File: src/rtl/b13_req_collector.sv
// b13_req_collector: sticky request capture with mask, frozen snapshot to the priority encoder, and ack-based clear; overflow flags under REQCOL_OVERFLOW_EN.
module b13_req_collector #(
  parameter int OUT_SIZE = 4,
  localparam int IN_SIZE = 1 << OUT_SIZE
) (
  input  logic                clk,
  input  logic                rst,
  input  logic [IN_SIZE-1:0]  req,
  input  logic                mask_we,
  input  logic [IN_SIZE-1:0]  mask_wdata,
  output logic [IN_SIZE-1:0]  vec_out,
  output logic                enc_enable,
  input  logic                ack,
  input  logic [OUT_SIZE-1:0] ack_idx,
  output logic                ack_err,
  output logic [OUT_SIZE:0]   pend_cnt,
  output logic [IN_SIZE-1:0]  overflow,
  input  logic                ovf_clr
);
  typedef enum logic {IDLE, PRESENT} state_t;
  state_t state_q, state_d;
  logic [IN_SIZE-1:0] pending_q, pending_d, mask_q, mask_d, snap_q, snap_d, clr_vec, avail;
  logic [OUT_SIZE:0] cnt_q, cnt_d;
  logic err_q, err_d, busy, ack_ok;
  always_comb begin
    busy = state_q == PRESENT;
    avail = pending_q & ~mask_q;
    ack_ok = busy && ack && snap_q[ack_idx];
    clr_vec = ack_ok ? IN_SIZE'(1) << ack_idx : '0;
    pending_d = (pending_q & ~clr_vec) | req;
    mask_d = mask_we ? mask_wdata : mask_q;
    err_d = busy && ack && !snap_q[ack_idx];
    cnt_d = (OUT_SIZE+1)'($countones(pending_d));
    state_d = busy ? (ack_ok ? IDLE : PRESENT) : (|avail ? PRESENT : IDLE);
    snap_d = (!busy && |avail) ? avail : snap_q;
    enc_enable = busy;
    vec_out = busy ? snap_q : '0;
    ack_err = err_q;
    pend_cnt = cnt_q;
  end
  always_ff @(posedge clk) begin
    if (rst) begin
      state_q <= IDLE;
      pending_q <= '0;
      mask_q <= '0;
      snap_q <= '0;
      cnt_q <= '0;
      err_q <= 1'b0;
    end else begin
      state_q <= state_d;
      pending_q <= pending_d;
      mask_q <= mask_d;
      snap_q <= snap_d;
      cnt_q <= cnt_d;
      err_q <= err_d;
    end
  end
`ifdef REQCOL_OVERFLOW_EN
  logic [IN_SIZE-1:0] ovf_q, ovf_d;
  // a request landing on a still-pending, not-being-cleared line is lost
  always_comb ovf_d = (ovf_clr ? '0 : ovf_q) | (req & pending_q & ~clr_vec);
  always_ff @(posedge clk) begin
    if (rst) ovf_q <= '0;
    else ovf_q <= ovf_d;
  end
  assign overflow = ovf_q;
`else
  logic unused_ovf_clr;
  assign unused_ovf_clr = ovf_clr;
  assign overflow = '0;
`endif
endmodule

File: config.mk
export PLATFORM = sky130hd
export DESIGN_NAME = b13_req_collector
export DESIGN_NICKNAME = d
export VERILOG_FILES = /design/src/rtl/b13_req_collector.sv
export SDC_FILE = /design/constraint.sdc
export NUM_CORES = 1
export LEC_CHECK = 0
export CORE_MARGIN = 5
export CORE_UTILIZATION = 47
export CTS_CLUSTER_SIZE = 14
export DETAILED_ROUTE_END_ITERATION = 8
export HOLD_SLACK_MARGIN = 0.02
export MAX_ROUTING_LAYER = met4
export PLACE_DENSITY = 0.88
export SLEW_MARGIN = 25
export SYNTH_ARGS = -nofsm -noshare
export SYNTH_HDL_FRONTEND = slang
export SYNTH_SLANG_ARGS = --single-unit
File: constraint.sdc
create_clock -name clk -period 9.9 [get_ports clk]
set_input_delay 1.485 -clock clk [delete_from_list [all_inputs] [get_ports clk]]
set_output_delay 1.485 -clock clk [all_outputs]
set_load 0.1 [all_outputs]
Word-level counts from Yosys, hierarchy flattened
Index checks and enable logic that the tools add are counted.
W data, S select, Z words.
{"block": "word_totals", "register_bits": 55, "out_inout_bits": 39, "input_bits": 41, "wordCells": 42}
{"block": "classes", "shift": 1, "addsub": 15, "muxes": 7, "reduce_logical": 7, "bitwise": 5, "magnitude_cmp": 1}
{"op": "$and A16 B16 Y16", "n": 2}
{"op": "$mux W16", "n": 2}
{"op": "$not A16 Y16", "n": 2}
{"op": "$add A1 B1 Y2", "n": 8}
{"op": "$or A16 B16 Y16", "n": 1}
{"op": "$reduce_or A16 Y1", "n": 1}
{"op": "$shl A1 B4 Y16 const A", "n": 1}
{"op": "$add A2 B2 Y3", "n": 4}
{"op": "$add A3 B3 Y4", "n": 2}
{"op": "$add A4 B4 Y5", "n": 1}
{"op": "$lt A4 B5 Y1 const B", "n": 1}
{"op": "$bmux W1 S4", "n": 1}
{"op": "$logic_and A1 B1 Y1", "n": 4}
{"op": "$mux W1", "n": 4}
{"op": "$logic_not A1 Y1", "n": 2}

Depth between registers and ports, before layout
Gate-level depths: netlist of the first run.
{"block": "depth", "word_depth": 11, "mapped_depth": 18, "mapped_depth_nobuf": 17}

Worst setup path after synthesis of the first run
OpenSTA, ideal clock, no wires.
{"block": "synth_path", "kind": "input to register", "startpoint": "input port ack_idx[1]", "endpoint": "register cnt_q[3] (netlist: pend_cnt[3])", "arrival_ps": 5326, "n_path_buf": 1, "required_ps": 9772, "setup_slack_ps": 4446, "cell_stages": 16, "setup_time_ps": 128, "path_cell_list": "buf_6 -> mux4_2 -> a22oi_4 -> nor3_2 -> nor2_1 -> fa_1 -> inv_1 -> fa_1 -> fa_1 -> fa_1 -> inv_1 -> ha_1 -> a21o_1 -> a21oi_1 -> xor2_1 -> nor2_1"}
{"block": "synth_between", "elab_chain_cells": 11, "word_cells_on_any_way": 23, "classes_between": "add/sub: 15; shift: 1; mux: 3; bitwise: 3; reduce/logical: 1"}
{"element": "start: declaration", "line": "14", "rtl": "input logic [OUT_SIZE-1:0] ack_idx,"}
{"element": "$bmux W1 S4", "line": "28", "rtl": "ack_ok = busy && ack && snap_q[ack_idx];"}
{"element": "$mux W1 (implied by the code)", "line": "28"}
{"element": "$logic_and A1 B1 Y1", "line": "28"}
{"element": "$mux W16 *", "line": "29", "rtl": "clr_vec = ack_ok ? IN_SIZE'(1) << ack_idx : '0;"}
{"element": "$not A16 Y16 *", "line": "30", "rtl": "pending_d = (pending_q & ~clr_vec) | req;"}
{"element": "$and A16 B16 Y16 *", "line": "30"}
{"element": "$or A16 B16 Y16 *", "line": "30"}
{"element": "via pending_d[3]", "line": "22", "rtl": "logic [IN_SIZE-1:0] pending_q, pending_d, mask_q, mask_d, snap_q, snap_d, clr_vec, avail;"}
{"element": "$add A1 B1 Y2 (implied by the code) *", "line": "33", "rtl": "cnt_d = (OUT_SIZE+1)'($countones(pending_d));"}
{"element": "$add A2 B2 Y3 (implied by the code) *", "line": "33"}
{"element": "$add A3 B3 Y4 (implied by the code) *", "line": "33"}
{"element": "$add A4 B4 Y5 (implied by the code) *", "line": "33"}
{"element": "end signal: assignment", "line": "54", "rtl": "cnt_q <= cnt_d;"}
{"element": "end: declaration", "line": "23", "rtl": "logic [OUT_SIZE:0] cnt_q, cnt_d;"}
Mark *: on every way through the listed nets, which the timed path passes. The rest lies on a longest branch. The select of a mux whose other input is x is not followed.
A chain may end at the register's enable or synchronous reset.

Worst setup path in the final report of the first run
Ends and elaborated chain as after synthesis.

==> metrics.md, run 1 <==
| Metric | Value |
|---|---|
| Clock Skew | about 0.013 ns |
| Synth Area in Adders | under 10% |
| First-pass GRT wire length | 11.6 mm |
| Worst skew pair latency | about 0.32 ns |
| First DRT Iteration DRCs | 150 |
| Total GRT Usage | around 18% |
| Worst reg2reg path depth | 15 |
| CTS tree | built |
| Main combinational cell family by area after synthesis | simple AND/OR/NAND/NOR gates |
| Clock Tree Buf Depth | 2 |
| CP Data Arrival Time | between 6 and 7 ns |
| Max Transition Viols Final | 0 |
| CP Class | in -> reg |
| Final Hold Fails | 0 |
| WHS Endpoint | snap_q[3]$_SDFFE_PP0P_ |
| Sequential area share after synthesis | 34.5% |
| Hold_buf cts | 0 |
| RSZ-0062 raised after global routing | no |
| Die area | 0.00854 mm^2 |
| Worst reg-to-reg setup slack | around 5.0 ns |
| Critical Path Source Type | primary input |
| Post-route minimum period | 6.31 ns |
| Drt total wl | roughly 7.1 mm |
| Vias per cell | between 5 and 6 |
| Most frequent cells in the layout | clkdlybuf4s50_1 (61), dfxtp_1 (55), nor2_1 (42), mux2i_1 (35), nand2b_1 (32) |
| Yosys warnings | 0 |
| Fin nets | 438 |
| Clock slew at reported path FFs | around 0.10 ns |
| Vias in the first global route | ~2400 |
| Root buf cell | clkbuf_8 |
| Synth Area in XOR/XNOR | 0.549% |
| Final worst slack | 3.59 ns |
| Die height | about 92 um |
| Setup Slack @ Placement | about 3.2 ns |
| Synth top area share | between 30 and 40% |
| PostCTS Resize Cnt | 0 |
| Post-CTS setup buffers | 0 |
| Util after Layout | a little under 60% |
| Final setup fails | 0 |
| Pin slew with the least headroom to its limit | around 0.99 ns |
| WHS Path Cells | 2 |
| P per Cell Area | between 150 and 200 mW/mm^2 |
| Hold_sp | snap_q[3]$_SDFFE_PP0P_ |
| Post-Syn Area | ~0.0032 mm^2 |
| Vias | between 2000 and 2500 |
| Reg2reg start | enc_enable$_SDFF_PP0_ |
| Die width | ~92 um |
| CTS HTree Levels | 2 |
| Commonest non-fill, non-tap cell in the layout | clkdlybuf4s50_1 |
| IO Port Bufs | a little over 60 |
| Mapped Avg Cell Area | roughly 9.6 um^2 |
| VDD IR max | ~0.23 mV |
| First drt pass iteration count | 4 |
| Max_cap viols | 0 |
| Critical-path maximum fanout | 13 |
| Core area | between 0.006 and 0.007 mm^2 |
| WHS | 0.490 ns |
| Drt drc | 0 |
| Critical Path RT | roughly 10 ns |
| Distinct cells, synth | 38 |
| Layout cells sized above 1 | under 10% |
| Rows | 30 |
| Fin crit share | between 60% and 70% |
| Wirelength per Cell | 15.3 um |
| Largest cells by area after synthesis | dfxtp_1 (35%), mux2i_1 (11%), fa_1 (6.3%), nand2b_1 (6.3%), nor2_1 (4.9%) |
| Largest net degree at the start of global routing | 72 |
| Tot Pwr | 0.690 mW |
| Antenna cell count | 0 |
| Crit. End Element | register |
| Synth Area in Simple Gates | approximately 29% |
| Largest area contributor in the netlist | dfxtp_1 |
| Initial Util | a little under half |
| I/O pins | 80 |
| Num CTS Buffers | 5 |
| Seq cells post-synth | between 50 and 60 |
| Clock Sinks | 55 |
| Status | completed |
| F_max | roughly 160 MHz |
| Layout area overhead | 21.5% |
| Routability Congestion | between 0.8 and 0.9 |
| Antenna violations before repair | 0 |
| Synthesized instance count | ~330 |
| Mux cell area share after synthesis | 15.2% |
| EDFF count, synth | 0 |
| Setup TNS | 0 ns |
| Min-delay worst type | reg -> reg |
| Post-detail-place hpwl | 5.65 mm |
| Predominant post-synthesis flop cell | dfxtp_1 |
| Synth Area in Compound Gates | under 10% |
| Slew Limit Headroom | about a third |
| Post-route antenna net violation count | 0 |
| Congestion Overflow GR | 0 |
| Crit Reg-Reg Endpoint | pend_cnt[3]$_SDFF_PP0_ |
| Ys async rst share | 0% |
| Leakage | about 1.6 nW |
==> critical path: stages <==
cell,delay [ns]
clkdlybuf4s50_1,0.85
mux4_2,0.62
a32oi_2,0.34
nor3_1,0.11
nor2_1,0.20
fa_1,0.45
inv_1,0.08
fa_1,0.43
fa_1,0.42
fa_1,0.58
inv_1,0.06
ha_1,0.28
a21o_1,0.18
a21oi_1,0.18
xor2_1,0.16
nor2_1,0.05
==> worst max path at each step <==
stage               startpoint                     end  slack, ns  cells past startpoint
detailed placement  ack_idx[1]  pend_cnt[3]$_SDFF_PP0_       3.21                     16
floorplan           ack_idx[1]  pend_cnt[3]$_SDFF_PP0_       4.45                     16
CTS                 ack_idx[1]  pend_cnt[3]$_SDFF_PP0_       3.55                     16
global route        ack_idx[1]  pend_cnt[3]$_SDFF_PP0_       3.23                     16
global placement    ack_idx[1]  pend_cnt[3]$_SDFF_PP0_       3.30                     16
finish              ack_idx[1]  pend_cnt[3]$_SDFF_PP0_       3.59                     16
==> where the power goes <==
group | leakage [nW] | switching, mW | internal (mW) | total [mW]
registers | 0.455 | 0.0113 | 0.242 | 0.254
clock network | 0.0515 | 0.0741 | 0.0641 | 0.138
logic | 1.09 | 0.194 | 0.103 | 0.298
total | 1.59 | 0.280 | 0.410 | 0.690
==> per-layer routing <==
| layer | global-route usage [%] | up-vias | share of wire, % |
|---|---|---|---|
| met2 | 30.3 | 58 | 52 |
| li1 | - | 1178 | - |
| met1 | 21.1 | 1175 | 41 |
| met3 | 3.25 | 10 | 5.1 |
| met5 | - | - | 0 |
| met4 | 6.19 | 0 | 1.9 |
==> synth_stat cells (all sizes together) (4+ instances only) <==
cell and count:
dfxtp 55, nor2 42, mux2i 35, nand2b 32, nor2b 21, buf 20, nor3 19, and2 16
clkbuf 13, inv 12, fa 10, mux4 6, or2 6, ha 5, a21oi 4, nor4 4
==> layout make-up <==
cell class | instances | area [um^2]
Timing Repair Buffer | 62 | 618
Multi-Input combinational cell | 246 | 1910
Tap cell | 80 | 100
Clock buffer | 8 | 100
Sequential cell | 55 | 1100
Fill cell | 598 | 2810
Inverter | 12 | 45.0
==> metrics by stage <==
stage | instance area [um^2] | cells
6_report | 3870 | 463
5_1_grt | 3870 | 463
4_1_cts | 3870 | 463
3_5_place_dp | 3770 | 455
3_3_place_gp | 3760 | 455
2_1_floorplan | 3250 | 346
==> cell families after synthesis <==
logic type / Yosys count
other: 1
AND/OR/NAND/NOR: 155
multiplexers: 41
buffers and inverters: 45
XOR/XNOR: 2
adder cells (fa/ha/maj): 15
flip-flops: 55
AO/OA/AOI/OAI: 17
==> registers in the layout, summed over array words and instances, names as in the netlist <==
| register | flops |
|---|---|
| ack_err | 1 |
| enc_enable | 1 |
| mask_q | 16 |
| pend_cnt | 5 |
| pending_q | 16 |
| snap_q | 16 |
(Power assumes the default switching activity.)
==> inputs of run 2 (changes only) <==
==> constraint.sdc (replaced) <==
create_clock -name clk -period 6.23 [get_ports clk]
set_input_delay 0.9345 -clock clk [delete_from_list [all_inputs] [get_ports clk]]
set_output_delay 0.9345 -clock clk [all_outputs]
set_load 0.1 [all_outputs]
==> run 2 against run 1 <==
Sequential power is 59% higher. Count of clock-buffer cells in the layout down 1. Via count unchanged. Die area did not move. Worst setup slack lost 2.9 ns. Clock skew shrank 0.0037 ns. Non-clock buffer count is 1 higher. Global-route usage is 0.40 points lower. Sequential cell count unchanged.
==> metrics.md, run 2 (synthesized netlist as in run 1, its figures left out) <==
| Metric | Value |
|---|---|
| Min-delay worst type | reg -> reg |
| Post-route minimum period | approximately 5.5 ns |
| Slowest CP cell | clkdlybuf4s50_1 |
| Critical Path Source Type | primary input |
| Reg2reg start | enc_enable$_SDFF_PP0_ |
| Clock slew at reported path FFs | 0.09 ns (about the same) |
| Congestion Overflow GR | 0 (unchanged) |
| Clock Tree Buf Depth | 2 (unchanged) |
| Crit path max-delay family | adder cells |
| CTS tree | built |
| Pin slew with the least headroom to its limit | 1.02 ns (+0.0263 ns) |
| Wirelength per Cell | 15.4 um (about the same) |
| Top Registers | mask_q x16, pending_q x16, snap_q x16 |
| Worst reg2reg path depth | 15 (unchanged) |
| Drt drc | 0 (unchanged) |
| Die area | 0.00854 mm^2 (unchanged) |
| WP buf/inv | 3 (unchanged) |
| VDD IR max | 0.275 mV (+22%) |
| Tot Pwr | 1.06 mW (+54%) |
| Largest net degree at the start of global routing | 72 (unchanged) |
| Final setup fails | 0 (unchanged) |
| Commonest non-fill, non-tap cell in the layout | clkdlybuf4s50_1 |
| Vias in the first global route | 2380 (-0.38%) |
| RSZ-0062 raised after global routing | no |
| Critical-path maximum fanout | 5 (-8) |
| Clock Skew | 0.00939 ns (-0.00366 ns) |
| Routability Congestion | 0.832 (-4.4%) |
| Num CTS Buffers | 5 (unchanged) |
| Layout cells sized above 1 | 9.38% (-0.024 points) |
| Crit Reg-Reg Endpoint | pend_cnt[3]$_SDFF_PP0_ |
| Fin nets | 439 (+0.23%) |
| Setup TNS | 0 ns (unchanged) |
| Post-detail-place hpwl | 5.75 mm (+1.8%) |
| Max Transition Viols Final | 0 (unchanged) |
| Die height | 92.4 um (unchanged) |
| Vias | 2421 (unchanged) |
| Initial Util | 47.8% (unchanged) |
| Fin crit share | between 80% and 90% |
| Crit path top cell by count | fa_1 |
| CP Data Arrival Time | 5.69 ns (-0.81 ns) |
| First drt pass iteration count | 4 (unchanged) |
| Crit path to | pend_cnt[3]$_SDFF_PP0_ |
| Final Hold Fails | 0 (unchanged) |
| CP cell instances | clkdlybuf4s50_1, mux4_2, a32oi_2, nor3_1, nor2_1, fa_1, inv_1, fa_1, fa_1, fa_1, inv_1, ha_1, a21o_1, a21oi_1, xor2_1, nor2_1 |
| Total GRT Usage | 17.3% (-0.40 points) |
| P per Cell Area | 276 mW/mm^2 (+55%) |
| Leakage | 1.59 nW (-0.28%) |
| Root buf cell | clkbuf_8 |
| First-pass GRT wire length | 11.4 mm (-1.8%) |
| Worst reg-to-reg setup slack | 1.38 ns (-3.61 ns) |
| CP Class | in -> reg |
| Critical Path Max Stage Delay | 0.68 ns (-0.17 ns) |
| Most frequent cells in the layout | clkdlybuf4s50_1 (61), dfxtp_1 (55), nor2_1 (42), mux2i_1 (35), nand2b_1 (32) |
| Core area | 0.00668 mm^2 (unchanged) |
| Worst setup path start | ack_idx[1] |
| Clock Sinks | 55 (unchanged) |
| Max_cap viols | 0 (unchanged) |
| Critical Path RT | 6.41 ns (-3.68 ns) |
| Layout area overhead | 21.1% |
| Hold_buf cts | 0 (unchanged) |
| CTS HTree Levels | 2 (unchanged) |
| Vias per cell | 5.22 (-0.22%) |
| Worst path depth | 16 (unchanged) |
| PostCTS Resize Cnt | 0 (unchanged) |
| Post-CTS setup buffers | 0 (unchanged) |
| Status | completed |
| Crit. End Element | register |
| Post-route antenna net violation count | 0 (unchanged) |
| Slew Limit Headroom | 31.9% (-1.8 points) |
| Drt total wl | 7.13 mm (+0.31%) |
| Worst skew pair latency | 0.31 ns (about the same) |
| F_max | 182 MHz |
| Antenna cell count | 0 (unchanged) |
| Util after Layout | 57.8% (-0.17 points) |
| I/O pins | 80 (unchanged) |
| Antenna violations before repair | 0 (unchanged) |
| Die width | 92.4 um (unchanged) |
| Rows | 30 (unchanged) |
| IO Port Bufs | 62 (unchanged) |
| WHS | 0.494 ns (+0.00393 ns) |
| First DRT Iteration DRCs | 119 (-21%) |
[run 2: where the power goes]
group | internal [mW] | total, mW | switching [mW]
combinational | 0.164 | 0.470 | 0.306
sequential | 0.385 | 0.403 | 0.0180
clock | 0.0793 | 0.191 | 0.112
[run 2: layout make-up]
cell class / instances / area, um^2
fill: 586 / 2820
timing repair buffer: 63 / 626
inverter: 12 / 45.0
multi-input combinational: 246 / 1910
sequential: 55 / 1100
tap: 80 / 100
clock buffer: 7 / 76.3
clock inverter: 1 / 5.00
[run 2: how the worst min path moves through the flow]
| stage | startpoint | depth (start not counted) | end | slack [ns] |
|---|---|---|---|---|
| 6_report | snap_q[3]$_SDFFE_PP0P_ | 2 | snap_q[3]$_SDFFE_PP0P_ | 0.49 |
| 5_1_grt | snap_q[11]$_SDFFE_PP0P_ | 2 | snap_q[11]$_SDFFE_PP0P_ | 0.52 |
| 4_1_cts | snap_q[1]$_SDFFE_PP0P_ | 2 | snap_q[1]$_SDFFE_PP0P_ | 0.50 |
| 3_5_place_dp | snap_q[1]$_SDFFE_PP0P_ | 2 | snap_q[1]$_SDFFE_PP0P_ | 0.49 |
| 3_3_place_gp | snap_q[1]$_SDFFE_PP0P_ | 2 | snap_q[1]$_SDFFE_PP0P_ | 0.47 |
| 2_1_floorplan | snap_q[5]$_SDFFE_PP0P_ | 2 | snap_q[5]$_SDFFE_PP0P_ | 0.45 |
[run 2: worst register-to-register path, stage by stage (launching register included)]
cell and delay [ns]:
dfxtp_1 0.80, nand2_1 0.20, or3_1 0.42, nor3_2 0.23
nor2_1 0.10, fa_1 0.56, inv_1 0.06, fa_1 0.47
fa_1 0.43, fa_1 0.58, inv_1 0.06, ha_1 0.28
a21o_1 0.17, a21oi_1 0.17, xor2_1 0.16, nor2_1 0.05
[run 2: routing by layer]
metal | part of all wire, % | GRT usage, % | vias up
li1 | - | - | 1182
met1 | 41 | 19.8 | 1149
met2 | 52 | 31.7 | 81
met3 | 5.1 | 2.76 | 9
met4 | 1.2 | 4.21 | 0
met5 | 0 | - | -
[run 2: through the flow]
step	setup WS, ns	cells	cell area [um^2]
after floorplan	1.33	346	3250
final	0.720	464	3860
after CTS	0.657	464	3860
after detailed placement	0.336	456	3780
after global placement	0.393	456	3770
after global routing	0.430	464	3860
